### config.mk
export PLATFORM = sky130hd
export DESIGN_NAME = fetch_pc_gen_flat
export DESIGN_NICKNAME = d
export VERILOG_FILES = /design/src/rtl/fetch_pc_gen_if.sv /design/src/rtl/fetch_pc_gen.sv /design/src/flat_wrapper.sv
export SDC_FILE = /design/constraint.sdc
export NUM_CORES = 1
export LEC_CHECK = 0
export CAP_MARGIN = 30
export CORE_ASPECT_RATIO = 1.2
export CORE_MARGIN = 8
export CORE_UTILIZATION = 40
export CTS_BUF_LIST = sky130_fd_sc_hd__clkbuf_8
export DETAILED_ROUTE_END_ITERATION = 12
export PLACE_DENSITY = 0.82
export SLEW_MARGIN = 20
export SYNTH_ARGS = -nofsm -noshare
export SYNTH_HDL_FRONTEND = slang
export SYNTH_SLANG_ARGS = --single-unit
### constraint.sdc
create_clock -name clk -period 2.85 [get_ports clk]
set_input_delay 0.57 -clock clk [delete_from_list [all_inputs] [get_ports clk]]
set_output_delay 0.57 -clock clk [all_outputs]
set_load 0.05 [all_outputs]
### src/rtl/fetch_pc_gen_if.sv
// Fetch PC generator bus: predecode/BTB/redirect inputs and the PC outputs.
// The master modport is the fetch front end that drives the control inputs.
// The slave modport is fetch_pc_gen itself.
interface fetch_pc_gen_if #(
    parameter int ADDR_WIDTH  = 32,
    parameter int FETCH_WIDTH = 2
);
    localparam int SLOT_WIDTH = (FETCH_WIDTH > 1) ? $clog2(FETCH_WIDTH) : 1;

    logic                  stall;
    logic                  redirectValid;
    logic [ADDR_WIDTH-1:0] redirectPc;
    logic                  ctrlValid;
    logic [SLOT_WIDTH-1:0] ctrlSlot;
    logic                  ctrlIsCall;
    logic                  ctrlIsReturn;
    logic                  ctrlTaken;
    logic                  btbHit;
    logic [ADDR_WIDTH-1:0] btbPredictedPc;
    logic [ADDR_WIDTH-1:0] pc;
    logic [ADDR_WIDTH-1:0] npc;
    logic                  rasEmpty;

    modport master (
        output stall, redirectValid, redirectPc, ctrlValid, ctrlSlot,
               ctrlIsCall, ctrlIsReturn, ctrlTaken, btbHit, btbPredictedPc,
        input  pc, npc, rasEmpty
    );

    modport slave (
        input  stall, redirectValid, redirectPc, ctrlValid, ctrlSlot,
               ctrlIsCall, ctrlIsReturn, ctrlTaken, btbHit, btbPredictedPc,
        output pc, npc, rasEmpty
    );
endinterface

### src/rtl/fetch_pc_gen.sv
// Fetch-stage PC generator: fetch PC register, next fetch-group address
// selection and an optional return-address stack.
// Configuration macro: FETCH_PC_RAS_EN (defined -> RAS present; undefined ->
// no RAS, returns follow the BTB path and rasEmpty is tied high).
module fetch_pc_gen #(
    parameter int                    ADDR_WIDTH  = 32,
    parameter int                    FETCH_WIDTH = 2,
    parameter int                    RAS_DEPTH   = 8,
    parameter logic [ADDR_WIDTH-1:0] RESET_PC    = '0
) (
    input logic            clk,
    input logic            rst,
    fetch_pc_gen_if.slave  bus
);
    localparam logic [ADDR_WIDTH-1:0] GROUP_BYTES = ADDR_WIDTH'(4 * FETCH_WIDTH);
    localparam logic [ADDR_WIDTH-1:0] GROUP_MASK  = ~ADDR_WIDTH'(4 * FETCH_WIDTH - 1);

    if (!(FETCH_WIDTH == 1 || FETCH_WIDTH == 2 || FETCH_WIDTH == 4)) begin : g_bad_fetch_width
        $error("fetch_pc_gen: FETCH_WIDTH must be 1, 2 or 4");
    end
    if (RAS_DEPTH < 2 || (RAS_DEPTH & (RAS_DEPTH - 1)) != 0) begin : g_bad_ras_depth
        $error("fetch_pc_gen: RAS_DEPTH must be a power of 2 and at least 2");
    end
    if ((RESET_PC & ~GROUP_MASK) != '0) begin : g_bad_reset_pc
        $error("fetch_pc_gen: RESET_PC must be fetch-group aligned");
    end

    logic [ADDR_WIDTH-1:0] pc_q;
    logic [ADDR_WIDTH-1:0] base;
    logic [ADDR_WIDTH-1:0] seq;
    logic [ADDR_WIDTH-1:0] npc_c;
    logic [ADDR_WIDTH-1:0] ras_top;
    logic                  ras_hit;
    logic                  ras_empty;

    // Low redirect bits are discarded by construction.
    logic unused_redirect_bits;
    assign unused_redirect_bits = ^bus.redirectPc[1:0];

    assign base = pc_q & GROUP_MASK;
    assign seq  = base + GROUP_BYTES;

`ifdef FETCH_PC_RAS_EN
    localparam int PTR_W   = $clog2(RAS_DEPTH);
    localparam int COUNT_W = $clog2(RAS_DEPTH + 1);

    // ptr_q points at the next free slot; the top of stack is ptr_q-1.
    logic [ADDR_WIDTH-1:0] ras_mem [RAS_DEPTH];
    logic [PTR_W-1:0]      ptr_q,   ptr_n;
    logic [COUNT_W-1:0]    count_q, count_n;
    logic                  empty_q;
    logic                  wr_en;
    logic [PTR_W-1:0]      wr_addr;
    logic [ADDR_WIDTH-1:0] link;
    logic                  ras_update;
    logic                  do_pop;
    logic                  do_push;

    assign ras_top    = ras_mem[ptr_q - PTR_W'(1)];
    assign ras_empty  = empty_q;
    assign ras_hit    = bus.ctrlValid && bus.ctrlIsReturn && !empty_q;
    assign link       = base + ((ADDR_WIDTH'(bus.ctrlSlot) + ADDR_WIDTH'(1)) << 2);
    assign ras_update = !bus.redirectValid && !bus.stall && bus.ctrlValid;
    assign do_pop     = ras_update && bus.ctrlIsReturn && (count_q != '0);
    assign do_push    = ras_update && bus.ctrlIsCall;

    // Next RAS pointer/count and write port; call+return replaces the top in place.
    always_comb begin
        // NOTE: every output gets a default first so no path leaves it unassigned (no latch).
        ptr_n   = ptr_q;
        count_n = count_q;
        wr_en   = 1'b0;
        wr_addr = ptr_q;
        if (do_pop && do_push) begin
            wr_en   = 1'b1;
            wr_addr = ptr_q - PTR_W'(1);
        end else if (do_pop) begin
            ptr_n   = ptr_q - PTR_W'(1);
            count_n = count_q - COUNT_W'(1);
        end else if (do_push) begin
            // Pointer wraps, so a push on a full stack overwrites the oldest entry.
            wr_en   = 1'b1;
            ptr_n   = ptr_q + PTR_W'(1);
            if (count_q != COUNT_W'(RAS_DEPTH)) begin
                count_n = count_q + COUNT_W'(1);
            end
        end
    end

    // RAS pointer, occupancy and empty flag.
    always_ff @(posedge clk) begin
        // NOTE: sequential state uses non-blocking assignments only.
        if (!rst) begin
            ptr_q   <= '0;
            count_q <= '0;
            empty_q <= 1'b1;
        end else begin
            ptr_q   <= ptr_n;
            count_q <= count_n;
            empty_q <= (count_n == '0);
        end
    end

    // RAS storage; entries are only ever read while count is non-zero.
    always_ff @(posedge clk) begin
        // NOTE: the array is deliberately not reset; the empty flag guards every read.
        if (rst && wr_en) begin
            ras_mem[wr_addr] <= link;
        end
    end
`else
    assign ras_top   = '0;
    assign ras_hit   = 1'b0;
    assign ras_empty = 1'b1;

    // Call/return hints and the slot index only matter to the RAS.
    logic unused_ras_inputs;
    assign unused_ras_inputs = ^{bus.ctrlIsCall, bus.ctrlIsReturn, bus.ctrlSlot};
`endif

    // Next fetch address in priority order: redirect, stall, RAS, BTB, sequential.
    always_comb begin
        npc_c = seq;
        if (bus.redirectValid) begin
            npc_c = {bus.redirectPc[ADDR_WIDTH-1:2], 2'b00};
        end else if (bus.stall) begin
            npc_c = pc_q;
        end else if (ras_hit) begin
            npc_c = ras_top;
        end else if (bus.ctrlValid && bus.ctrlTaken && bus.btbHit) begin
            npc_c = bus.btbPredictedPc;
        end
    end

    // Fetch PC register; synchronous reset dominates stall and redirect.
    always_ff @(posedge clk) begin
        if (!rst) begin
            pc_q <= RESET_PC;
        end else begin
            pc_q <= npc_c;
        end
    end

    assign bus.pc       = pc_q;
    assign bus.npc      = npc_c;
    assign bus.rasEmpty = ras_empty;
endmodule

### src/flat_wrapper.sv
// flat-port wrapper written by rule: the top's interface ports become plain ports
module fetch_pc_gen_flat 
#(
    parameter int                    ADDR_WIDTH  = 32,
    parameter int                    FETCH_WIDTH = 2,
    parameter int                    RAS_DEPTH   = 8,
    parameter logic [ADDR_WIDTH-1:0] RESET_PC    = '0
)
  (clk, rst, bus_stall, bus_redirectValid, bus_redirectPc, bus_ctrlValid, bus_ctrlSlot, bus_ctrlIsCall, bus_ctrlIsReturn, bus_ctrlTaken, bus_btbHit, bus_btbPredictedPc, bus_pc, bus_npc, bus_rasEmpty);
  fetch_pc_gen_if #(.ADDR_WIDTH(ADDR_WIDTH), .FETCH_WIDTH(FETCH_WIDTH)) bus_i ();
  input logic clk;
  input logic rst;
  input wire logic [$bits(bus_i.stall)-1:0] bus_stall;
  input wire logic [$bits(bus_i.redirectValid)-1:0] bus_redirectValid;
  input wire logic [$bits(bus_i.redirectPc)-1:0] bus_redirectPc;
  input wire logic [$bits(bus_i.ctrlValid)-1:0] bus_ctrlValid;
  input wire logic [$bits(bus_i.ctrlSlot)-1:0] bus_ctrlSlot;
  input wire logic [$bits(bus_i.ctrlIsCall)-1:0] bus_ctrlIsCall;
  input wire logic [$bits(bus_i.ctrlIsReturn)-1:0] bus_ctrlIsReturn;
  input wire logic [$bits(bus_i.ctrlTaken)-1:0] bus_ctrlTaken;
  input wire logic [$bits(bus_i.btbHit)-1:0] bus_btbHit;
  input wire logic [$bits(bus_i.btbPredictedPc)-1:0] bus_btbPredictedPc;
  output wire logic [$bits(bus_i.pc)-1:0] bus_pc;
  output wire logic [$bits(bus_i.npc)-1:0] bus_npc;
  output wire logic [$bits(bus_i.rasEmpty)-1:0] bus_rasEmpty;
  assign bus_i.stall = bus_stall;
  assign bus_i.redirectValid = bus_redirectValid;
  assign bus_i.redirectPc = bus_redirectPc;
  assign bus_i.ctrlValid = bus_ctrlValid;
  assign bus_i.ctrlSlot = bus_ctrlSlot;
  assign bus_i.ctrlIsCall = bus_ctrlIsCall;
  assign bus_i.ctrlIsReturn = bus_ctrlIsReturn;
  assign bus_i.ctrlTaken = bus_ctrlTaken;
  assign bus_i.btbHit = bus_btbHit;
  assign bus_i.btbPredictedPc = bus_btbPredictedPc;
  assign bus_pc = bus_i.pc;
  assign bus_npc = bus_i.npc;
  assign bus_rasEmpty = bus_i.rasEmpty;
  fetch_pc_gen #(.ADDR_WIDTH(ADDR_WIDTH), .FETCH_WIDTH(FETCH_WIDTH), .RAS_DEPTH(RAS_DEPTH), .RESET_PC(RESET_PC)) u_core (.clk(clk), .rst(rst), .bus(bus_i));
endmodule
==> results.cfg <==
[hold_path]
hold_path_class = reg2reg
min-delay-start = u_core.bus.pc[0]

[finish]
drive_above_1_share_pct = 35.77
syn2layout_area_growth_pct = 100.6
instances_no_fill = 605
final_core_util_pct = 81.37
largest_register_ffs = 32
antenna_cells = 0
multi_input_area_um2 = 2136
fillCellCount = 403
nets = 594
register_area_um2 = 699.4

[route]
drt_iter0_drc = 377
vias = 3728
final_antenna_net_count = 0
wl_per_cell_um = 21.04
vias_per_cell = 6.162
wl_um = 12730
drt_drc_violations_left = 0
drtPass1Iterations = 5

[clock_network]
cts_root_buf = clkbuf_8
clockBufferDepth = 2
cts_htree_levels = 2
cts_buffers = 5
clock_latency_ps = 300
clkSlewWorstSetupHoldPaths_ps = 70
cts.sinks = 32
cts_tree = yes

[timing]
setup_slack_ps = -21.41
drv_slew = 0
rsz0062_at_grt = true
fin_crit_sh_pct = 100.8
final_hold_viol_count = 0
max-slew-margin-rel_pct = 58.16
worst_slew_pin_slew_ps = 623.4
final-setup-viol-count = 1
min_period_ps = 2871
fmax_mhz = 348.3
finalClockSkew_ps = 8.715

[setup_path]
path_class = reg2out
critPathCaptureType = output port
worst_ep_arrival_time_ps = 2300
cp_max_fo = 7
critPathMaxStageDelay_ps = 480
r2r-start = u_core.bus.pc[17]
start_kind = register
critPathLaunch = u_core.bus.pc[17]
crit_required_ps = 2280
crit_buf_inv = 2
crit_family = simple AND/OR/NAND/NOR gates
crit_chain = nand4_1, or4_4, buf_6, or4_1, o211ai_1, clkbuf_16
critPathSlowestCell = or4_4

[placed_design]
numPortBuffers = 132
place_hpwl_um = 9342
gp_congestion = 0.9053
dp_cells = 580

[die]
initial_core_util_pct = 40.57
fp.dieH_um = 103.7
die_w_um = 89.12
core_um2 = 6326
io_pins = 139
dieArea_um2 = 9245
core.rowCount = 32

[logic_synthesis]
ys_seq_area_share_pct = 24.96
synth_cell_types = 60
synth_most_common_cell = dfxtp_1
synthFlopType = dfxtp_1
synth_seq_cells = 32
synthTopCellsByCount = dfxtp_1, nand2_1, nor2_1
yosysWarnings = 0
avgSynthCellArea_um2 = 7.374
async_flop_share_pct = 0
synth.top_cell.area_share_pct = 24.96
synth_edf_count = 0
synthesis.nets = 423
synth_area_leader_cell = dfxtp_1
synth_cells = 348
synth_area_um2 = 2566
ys_top_cells_by_area = dfxtp_1, mux2i_1, and2_1, a21oi_1, nand2_1

[grt]
grt.overflow.total = 0
grt_first_pass_wirelength_um = 19220
antenna_found_initial = 0
grt_pass1_vias = 3660
grt_max_degree = 26
track_usage_pct = 26.32

[power]
p_total_uw = 1952
ir_drop_v = 0.0003239
p_leak_uw = 0.001929
powerDensity_nw_per_um2 = 379.3

[job]
max_cap_viol_count = 0

[status]
status = finished with violations
violations = setup timing
==> cell type report <==
class / instances / area share (%)
inverters: 11 / 0.8021
flip-flops and latches: 32 / 13.59
clock buffers: 7 / 1.872
clock inverters: 1 / 0.5834
well taps: 85 / 2.066
repair buffers: 192 / 39.60
multi-input cells: 277 / 41.49
==> where the power goes <==
| part | switching (µW) | internal, µW | total, µW |
|---|---|---|---|
| Combinational | 510 | 412 | 922 |
| Clock | 197 | 309 | 506 |
| Sequential | 48.8 | 476 | 525 |
==> final timing paths <==
check                                    endpoint  slack [ps]  cells after the start
worst max-delay path                  bus_npc[29]         -20                      6
worst min-delay path             u_core.bus.pc[0]         560                      2
worst max register to register  u_core.bus.pc[22]         660                      9
worst min register to register   u_core.bus.pc[0]         560                      2
==> worst reg2reg max path: stages, from the launching register on <==
cell and delay [ps]:
dfxtp_4 380, nand4_1 130, or4_4 480, buf_6 150, buf_4 130, nor3_1 260
a311oi_4 160, buf_4 160, buf_4 120, and2_1 140
==> metal layers <==
metal	vias to the layer above	share of wire, %	GRT usage [%]
li1	1676	-	-
met5	-	0	0
met2	231	51	45.17
met3	53	8.8	5.692
met4	0	3.8	12.04
met1	1768	36	29.53
==> repair_timing <==
item / 4_1_cts / 5_1_grt
gates resized for setup: 26 / 23
pin swaps: 5 / 9
gates cloned: 0 / 0
endpoints found under the setup margin: 32 / 13
hold buffers: 0 / 0
buffers inserted: 11 / 6
==> metrics by stage <==
step                hold slack (ps)  TNS [ps]  setup WS [ps]  cell area [µm²]
floorplan                     691.6    -351.6         -194.3             2867
finish                        561.2    -21.41         -21.41             5147
CTS                           567.7         0          9.728             5039
detailed placement            550.2     -4072         -247.9             4751
global placement              539.2     -2877         -231.2             4751
global route                  625.9    -213.1         -68.86             5147
==> kinds of logic after synthesis <==
kind of cell             count (synthesis)  synth area share, %
multiplexers                            18                7.167
AO/OA/AOI/OAI                           96                26.28
AND/OR/NAND/NOR                        161                33.93
flip-flops                              32                24.96
other                                    1               0.1461
buffers and inverters                   39                7.020
adder cells (fa/ha/maj)                  1               0.4875
==> cells in the final DEF, fill, tap and decap left out, types with 10 or more instances in the layout <==
cell type / instances
a21oi_1: 19
and2_1: 22
buf_12: 28
buf_4: 62
clkdlybuf4s50_1: 95
dfxtp_1: 11
dfxtp_4: 13
inv_1: 10
mux2i_1: 15
nand2_1: 27
nand3_1: 14
nand4_1: 10
nor2_1: 22
nor3_1: 13
(Power assumes the default switching activity.)
